$ cat config.mk
export PLATFORM = sky130hd
export DESIGN_NAME = gray_fifo_ctrl
export DESIGN_NICKNAME = d
export VERILOG_FILES = /design/src/rtl/gray_fifo_ctrl.sv
export SDC_FILE = /design/constraint.sdc
export NUM_CORES = 1
export LEC_CHECK = 0
export ABC_AREA = 1
export CAP_MARGIN = 20
export CORE_ASPECT_RATIO = 0.8
export CORE_MARGIN = 2
export CORE_UTILIZATION = 35
export DETAILED_ROUTE_END_ITERATION = 8
export PLACE_DENSITY_LB_ADDON = 0.2
export SLEW_MARGIN = 20
export SYNTH_ARGS = -nofsm -noshare
export SYNTH_HDL_FRONTEND = slang
export SYNTH_SLANG_ARGS = --single-unit
$ cat constraint.sdc
create_clock -name clk -period 2.71 [get_ports clk]
set_input_delay 0.271 -clock clk [delete_from_list [all_inputs] [get_ports clk]]
set_output_delay 0.271 -clock clk [all_outputs]
set_load 0.05 [all_outputs]
$ cat src/rtl/gray_fifo_ctrl.sv
// Single-clock FIFO pointer controller with Gray-coded wr/rd pointers, full/empty/count.
// Optional sticky overflow/underflow flags when GRAY_FIFO_CTRL_ERR_EN is defined. ADDR_WIDTH must be >= 2.
module gray_fifo_ctrl #(
  parameter int ADDR_WIDTH = 4
) (
  input  logic                  clk,
  input  logic                  reset,
  input  logic                  push,
  input  logic                  pop,
`ifdef GRAY_FIFO_CTRL_ERR_EN
  input  logic                  err_clr,
  output logic                  err_overflow,
  output logic                  err_underflow,
`endif
  output logic                  wr_en,
  output logic [ADDR_WIDTH-1:0] wr_addr,
  output logic                  rd_en,
  output logic [ADDR_WIDTH-1:0] rd_addr,
  output logic [ADDR_WIDTH:0]   wr_ptr_gray,
  output logic [ADDR_WIDTH:0]   rd_ptr_gray,
  output logic                  full,
  output logic                  empty,
  output logic [ADDR_WIDTH:0]   count
);

  localparam int PW = ADDR_WIDTH + 1;
  localparam logic [PW-1:0] PTR_ONE = {{(PW-1){1'b0}}, 1'b1};

  logic [PW-1:0] wr_bin_r, rd_bin_r, wr_gray_r, rd_gray_r;
  logic [PW-1:0] wr_bin_next_s, rd_bin_next_s, wr_gray_next_s, rd_gray_next_s;
  logic          full_r, empty_r, full_next_s, empty_next_s;
  logic          wr_en_s, rd_en_s;

  function automatic logic [PW-1:0] bin2gray(input logic [PW-1:0] b);
    return b ^ (b >> 1);
  endfunction

  // Request acceptance against registered flags; reset masks strobes immediately.
  always_comb begin
    wr_en_s = 1'b0;
    rd_en_s = 1'b0;
    if (reset) begin
      wr_en_s = 1'b0;
      rd_en_s = 1'b0;
    end else begin
      wr_en_s = push & ~full_r;
      rd_en_s = pop & ~empty_r;
    end
  end

  // Next binary/Gray pointers and the flags they imply.
  always_comb begin
    wr_bin_next_s = wr_bin_r;
    rd_bin_next_s = rd_bin_r;
    if (wr_en_s) begin
      wr_bin_next_s = wr_bin_r + PTR_ONE;
    end else begin
      wr_bin_next_s = wr_bin_r;
    end
    if (rd_en_s) begin
      rd_bin_next_s = rd_bin_r + PTR_ONE;
    end else begin
      rd_bin_next_s = rd_bin_r;
    end
    wr_gray_next_s = bin2gray(wr_bin_next_s);
    rd_gray_next_s = bin2gray(rd_bin_next_s);
    empty_next_s   = (wr_gray_next_s == rd_gray_next_s);
    // In Gray code a full lap differs from the read pointer in its top two bits.
    full_next_s    = (wr_gray_next_s ==
                      {~rd_gray_next_s[PW-1:PW-2], rd_gray_next_s[PW-3:0]});
  end

  // Pointer and flag registers.
  always_ff @(posedge clk or posedge reset) begin
    if (reset) begin
      wr_bin_r  <= {PW{1'b0}};
      rd_bin_r  <= {PW{1'b0}};
      wr_gray_r <= {PW{1'b0}};
      rd_gray_r <= {PW{1'b0}};
      full_r    <= 1'b0;
      empty_r   <= 1'b1;
    end else begin
      wr_bin_r  <= wr_bin_next_s;
      rd_bin_r  <= rd_bin_next_s;
      wr_gray_r <= wr_gray_next_s;
      rd_gray_r <= rd_gray_next_s;
      full_r    <= full_next_s;
      empty_r   <= empty_next_s;
    end
  end

`ifdef GRAY_FIFO_CTRL_ERR_EN
  logic err_overflow_r, err_underflow_r;

  // Sticky error flags; a new error beats a simultaneous clear.
  always_ff @(posedge clk or posedge reset) begin
    if (reset) begin
      err_overflow_r  <= 1'b0;
      err_underflow_r <= 1'b0;
    end else begin
      if (push & full_r) begin
        err_overflow_r <= 1'b1;
      end else if (err_clr) begin
        err_overflow_r <= 1'b0;
      end else begin
        err_overflow_r <= err_overflow_r;
      end
      if (pop & empty_r) begin
        err_underflow_r <= 1'b1;
      end else if (err_clr) begin
        err_underflow_r <= 1'b0;
      end else begin
        err_underflow_r <= err_underflow_r;
      end
    end
  end

  assign err_overflow  = err_overflow_r;
  assign err_underflow = err_underflow_r;
`endif

  assign wr_en       = wr_en_s;
  assign rd_en       = rd_en_s;
  assign wr_addr     = wr_bin_r[ADDR_WIDTH-1:0];
  assign rd_addr     = rd_bin_r[ADDR_WIDTH-1:0];
  assign wr_ptr_gray = wr_gray_r;
  assign rd_ptr_gray = rd_gray_r;
  assign full        = full_r;
  assign empty       = empty_r;
  assign count       = wr_bin_r - rd_bin_r;

endmodule

**Word level (Yosys, flattened, before mapping)**

Index checks and enable logic that the tools add are counted.

- Memory bits (writable): 0
- Flip-flop bits (word level): 22
- Output and inout bits: 27
- Latch bits: 0
- ROM bits: 0
- Logic and storage cells: 22
- Memories kept: 0
- Input bits: 4

- Bitwise logic cells: 7
- Reductions and logical operators: 0
- Muxes and demuxes: 4
- $lt $le $gt $ge: 0
- $add $sub $neg: 3
- Eq/ne operators: 2
- Divide/modulo/power cells: 0
- Shift operators: 0
- Multipliers: 0

Operator list:

| cell | count |
|---|---|
| $add 5x1->5 const B | 2 |
| $eq 5x5->1 | 2 |
| $mux 5 | 2 |
| $xor 5x4->5 | 2 |
| $sub 5x5->5 | 1 |
| $and 1x1->1 | 2 |
| $mux 1 | 2 |
| $not 1->1 | 2 |
| $not 2->2 | 1 |

**Depth between registers and ports, before layout**

Gate-level depths: netlist of the first run.

- Word-level depth: 7
- Depth in mapped cells: 13
- Mapped depth without buffers: 13

**Worst setup path after synthesis of the first run**

No wires, ideal clock.

- Kind: reg2out
- Start point: register rd_bin_r[0]
- End point: output port count[4]
- Arrival time: 2272 ps
- Slack: 167 ps
- Path buffers: 0
- Stages on the path, launching flop included: 7
- Required time: 2439 ps
- Cells stage by stage: dfrtp_1 -> ha_1 -> inv_1 -> fa_1 -> nand3_1 -> nand2_1 -> xor2_1

- Cells in the longest elaborated chain, start to end: 1

RTL lines:

| element | line | text |
|---|---|---|
| start: declaration | 29 | `logic [PW-1:0] wr_bin_r, rd_bin_r, wr_gray_r, rd_gray_r;` |
| start signal: assignment | 77 | `rd_bin_r <= {PW{1'b0}};` |
| start signal: assignment | 84 | `rd_bin_r <= rd_bin_next_s;` |
| $sub 5x5->5 | 130 | `assign count = wr_bin_r - rd_bin_r;` |
| end: declaration | 23 | `output logic [ADDR_WIDTH:0] count` |

No other way between the ends.

**Worst setup path after layout of the first run**

- Start point: register wr_bin_r[0]
- End point: output port count[1]

- Cells in the longest elaborated chain, start to end: 1

RTL lines:

| element | line | text |
|---|---|---|
| start: declaration | 29 |  |
| start signal: assignment | 76 | `wr_bin_r <= {PW{1'b0}};` |
| start signal: assignment | 83 | `wr_bin_r <= wr_bin_next_s;` |
| $sub 5x5->5 | 130 |  |

No other way between the ends.

==> flow_summary.yaml, run 1 <==
outcome:
  run_status: "complete, no violations"
critical_path:
  crit_fanout: 6
  timing.rr.start: "wr_bin_r[1]$_DFF_PP0_"
  worstSetupStartpointType: "flip-flop"
  critical_path_arrival_ns: 2.29
  crit_required_ns: 2.44
  endpoint_kind: "primary output"
  setup.worst_path.class: "flip-flop to primary output"
  ff2ff_setup_slack_ns: 0.96
  crit-reg2reg-capture: "empty$_DFF_PP1_"
  r2r_cells: 13
finish:
  nets: 240
  final_cell_mix: "nand2_1 (71), clkdlybuf4s50_1 (27), nand2_2 (21), dfrtp_1 (19), inv_1 (15)"
  antenna_cells: 0
  mostFrequentLayoutCell: "nand2_1"
  syn_to_final_growth_pct: 29.4
  drive_above_1_share_pct: 25.4
  n_fill_cell: 415
place:
  dp_slack_ns: 0.379
  place_congestion: 0.767
  portBuffers: 30
  hpwl_mm: 2.55
flow_run:
  cap_violations: 0
cts:
  path_clk_slew_ns: 0.07
  max-clock-path-buffers: 2
  insertion_delay_ns: 0.26
  post-cts-setup-buffers: 0
  h-tree-depth: 1
  cts_hold_buf: 0
  tritoncts: "done"
  clock-sinks: 20
  cts-root-buf: "clkbuf_8"
  cts_buffers: 3
  cts-resized-gates: 0
sta:
  timing.hold.ws_ns: 0.407
  finalCritPeriodShare_pct: 94.4
  fmax_mhz: 391
  fin_crit_ns: 2.56
  max-slew-margin-rel_pct: 66.1
  worst_slew_pin_slew_ns: 0.507
  finalSetupViolCount: 0
  rsz0062_at_grt: "false"
  skew_ns: 0.00523
  fin_setup_tns_ns: 0
  slew_violations: 0
  worst_slack_ns: 0.152
  finalHoldViolCount: 0
floorplanning:
  die_w_um: 77.0
  die_area_um2: 4800
  coreArea_um2: 4130
  ios: 31
  die_y_um: 62.4
  num_rows: 21
  start_util_pct: 36.1
routing:
  first_iter_violations: 63
  drc: 0
  drtAntennaViolNets: 0
  wl_mm: 3.24
  wl_per_cell_um: 11.4
  vias: 1272
  first_pass_iters: 4
  viasPerCell: 4.46
yosys:
  syn_area_per_cell_um2: 7.68
  synth_top_area_share_pct: 31.9
  syn_inst: 194
  synth-seq-cells: 20
  yosysWarnings: 0
  syn_area_um2: 1490
  synth_fp_nets: 205
  synth_area_leaders: "dfrtp_1 (32%), nand2_1 (18%), nand2_2 (8.8%)"
  synth-seq-area-share_pct: 33.7
  synth.distinct_cells: 22
  synth_largest_area_cell: "dfrtp_1"
global_route:
  overflow: 0
  antenna_found_initial: 0
  gr-usage-met3_pct: 4.22
  gr-max-usage-layer: "met1"
  grt_max_degree: 14
  grt_pass1_vias: 1148
  grt_use_met1_pct: 21.6
  grt_first_pass_wirelength_mm: 5.50
  grt.total_usage_pct: 14.6
  met2_usage_pct: 20.6
hold_path:
  hold_path_class: "input port to asynchronous set/reset pin"
==> state kept, by name, summed over array words and instances, names as in the netlist <==
| signal | flops |
|---|---|
| wr_bin_r | 5 |
| rd_bin_r | 5 |
| full | 1 |
| wr_ptr_gray | 4 |
| empty | 1 |
| rd_ptr_gray | 4 |
==> metrics by stage <==
stage | area, µm² | std cells | util [%]
3_5_place_dp | 1860 | 281 | 45.0
4_1_cts | 1930 | 285 | 46.7
3_3_place_gp | 1860 | 281 | 45.0
6_report | 1930 | 285 | 46.7
2_1_floorplan | 1490 | 194 | -
5_1_grt | 1930 | 285 | 46.7
==> layer usage <==
metal	share of wire, %	vias up
li1	-	678
met1	52	561
met2	42	29
met3	4.2	4
met4	0.93	0
met5	0	-
==> critical path: stages (launching register included) <==
cell             delay, ns
dfrtp_1               0.45
inv_1                 0.11
ha_1                  0.14
inv_1                 0.05
fa_1                  0.48
clkdlybuf4s50_1       0.80
==> layout make-up <==
type                            count  area (µm²)  area share [%]
Multi-Input combinational cell    148         887            46.0
Clock buffer                        3        41.3            2.14
Clock inverter                      1        30.0            1.56
Inverter                           25        96.3            5.00
Sequential cell                    20         502            26.0
Tap cell                           57        71.3            3.70
Timing Repair Buffer               31         300            15.6
==> worst max-delay path by stage <==
stage / end / cells past startpoint / from / slack, ns
finish: count[1] / 5 / wr_bin_r[0]$_DFF_PP0_ / 0.15
global route: count[1] / 5 / wr_bin_r[0]$_DFF_PP0_ / 0.07
CTS: count[1] / 5 / wr_bin_r[0]$_DFF_PP0_ / 0.13
detailed placement: wr_en / 5 / reset / 0.38
global placement: wr_en / 5 / reset / 0.39
floorplan: count[4] / 6 / rd_bin_r[0]$_DFF_PP0_ / 0.17
==> synthesized netlist by cell type <==
cell,n
nand3_4,1
a21oi_1,2
xnor2_2,1
a21boi_2,1
nand3_2,3
nor2_1,2
fa_1,1
ha_1,6
nand2_1,71
inv_4,1
inv_1,15
nand2_2,21
dfrtp_1,19
nand2_4,10
nand3_1,14
dfstp_2,1
buf_2,1
nand4_1,7
nor2_4,2
xor2_1,4
xnor2_1,2
inv_2,9
==> cells by family after synthesis <==
kind of cell	synth area share (%)
buf+inv	6.80
flops	33.7
simple gates	47.1
fa+ha+maj	6.38
xor+xnor	4.62
compound gates	1.43
Power of run 1 is left out: the tool's default activity adds up to more than one toggle a clock period on the data nets, which glitch-free logic cannot reach.
==> inputs of run 2 (changes only) <==
--- a/config.mk
+++ b/config.mk
@@ -6,11 +6,14 @@
 export NUM_CORES = 1
 export LEC_CHECK = 0
 export ABC_AREA = 1
+export ABC_CLOCK_PERIOD_IN_PS = 2710
 export CAP_MARGIN = 20
 export CORE_ASPECT_RATIO = 0.8
 export CORE_MARGIN = 2
 export CORE_UTILIZATION = 35
+export CTS_CLUSTER_DIAMETER = 80
 export DETAILED_ROUTE_END_ITERATION = 8
+export MAX_ROUTING_LAYER = met4
 export PLACE_DENSITY_LB_ADDON = 0.2
 export SLEW_MARGIN = 20
 export SYNTH_ARGS = -nofsm -noshare
==> run 2 against run 1 <==
Compared with the run above:
- first-iteration DRC count decreased by 1.6%
- worst setup slack lost 0.00060 ns
- flip-flop and latch count did not move
- cell count unchanged
- worst hold slack barely moved
- register-to-register slack hardly changed
- critical endpoint unchanged
- global-route usage is 0.42 points higher
- critical path type unchanged
- critical path depth unchanged
- via count fell by 0.24%
- non-clock buffer count unchanged
- sequential share of layout area stayed put
==> flow_summary.yaml, run 2 (synthesis results as in run 1) <==
routing:
  wl_met1_mm: 1.72
  wl_met3_um: 127
  drtAntennaViolNets: 0
  top_layer: "met4"
  first_iter_violations: 62
  first_pass_iters: 4
  vias: 1269
  viasPerCell: 4.45
  wl_per_cell_um: 11.4
  wl_mm: 3.24
  drc: 0
  wl_met2_mm: 1.37
flow_run:
  cap_violations: 0
sta:
  worst_slack_ns: 0.151
  fin_setup_tns_ns: 0
  max-slew-margin-rel_pct: 66.2
  fmax_mhz: 391
  worst_slew_pin_slew_ns: 0.506
  finalCritPeriodShare_pct: 94.4
  slew_violations: 0
  finalSetupViolCount: 0
  fin_crit_ns: 2.56
  rsz0062_at_grt: "false"
  finalHoldViolCount: 0
  timing.hold.ws_ns: 0.407
  skew_ns: 0.00522
critical_path:
  timing.rr.start: "wr_bin_r[1]$_DFF_PP0_"
  ff2ff_setup_slack_ns: 0.96
  crit_required_ns: 2.44
  startpoint: "wr_bin_r[0]$_DFF_PP0_"
  crit_fanout: 6
  setup.worst_path.class: "flip-flop to primary output"
  worstSetupStartpointType: "flip-flop"
  critical_path_arrival_ns: 2.29
  endpoint_kind: "primary output"
finish:
  final_cell_mix: "nand2_1 (71), clkdlybuf4s50_1 (27), nand2_2 (21), dfrtp_1 (19), inv_1 (15)"
  top_regs: "rd_bin_r: 5 flops, wr_bin_r: 5 flops"
  mostFrequentLayoutCell: "nand2_1"
  drive_above_1_share_pct: 25.4
  antenna_cells: 0
  n_fill_cell: 415
  finalCoreUtilization_pct: 46.7
  nets: 240
  syn_to_final_growth_pct: 29.4
place:
  dp_slack_ns: 0.379
  hpwl_mm: 2.55
  portBuffers: 30
  place_congestion: 0.777
floorplanning:
  coreArea_um2: 4130
  start_util_pct: 36.1
  die_area_um2: 4800
  die_w_um: 77.0
  ios: 31
  die_y_um: 62.4
  num_rows: 21
global_route:
  grt_first_pass_wirelength_mm: 5.51
  antenna_found_initial: 0
  overflow: 0
  grt_max_degree: 14
  grt_pass1_vias: 1147
  grt.total_usage_pct: 15.0
cts:
  post-cts-setup-buffers: 0
  path_clk_slew_ns: 0.07
  tritoncts: "done"
  max-clock-path-buffers: 2
  cts_buffers: 3
  h-tree-depth: 1
  cts_hold_buf: 0
  cts-resized-gates: 0
  insertion_delay_ns: 0.26
  cts-root-buf: "clkbuf_8"
  clock-sinks: 20
outcome:
  run_status: "complete, no violations"
hold_path:
  hold_path_class: "input port to asynchronous set/reset pin"
run 2: worst paths after layout:
path | endpoint | depth (start not counted)
max | count[1] | 5
min | rd_bin_r[1]$_DFF_PP0_ | 2
max reg2reg | empty$_DFF_PP1_ | 13
min reg2reg | wr_bin_r[0]$_DFF_PP0_ | 3
max in group asynchronous | empty$_DFF_PP1_ | 3
min in group clk | wr_bin_r[0]$_DFF_PP0_ | 3
run 2: layer usage:
layer / GRT usage, % / vias to the layer above
met5: - / -
met4: 3.64 / 0
met3: 4.07 / 4
met2: 20.6 / 29
met1: 21.7 / 559
li1: - / 677
run 2: final cells by class:
class,count,area [µm²],area share (%)
multi-input cells,148,887,46.0
flip-flops and latches,20,502,26.0
repair buffers,31,300,15.6
inverters,25,96.3,5.00
well taps,57,71.3,3.70
clock buffers,3,41.3,2.14
clock inverters,1,30.0,1.56
run 2: worst max-delay path: stages, from the launching register on:
cell	delay, ns
dfrtp_1	0.45
inv_1	0.11
ha_1	0.14
inv_1	0.05
fa_1	0.48
clkdlybuf4s50_1	0.80
run 2: stage by stage:
step           cell area, µm²  cells
2_1_floorplan            1490    194
3_3_place_gp             1860    281
3_5_place_dp             1860    281
4_1_cts                  1930    285
5_1_grt                  1930    285
6_report                 1930    285
Power of run 2 is left out for the same reason.
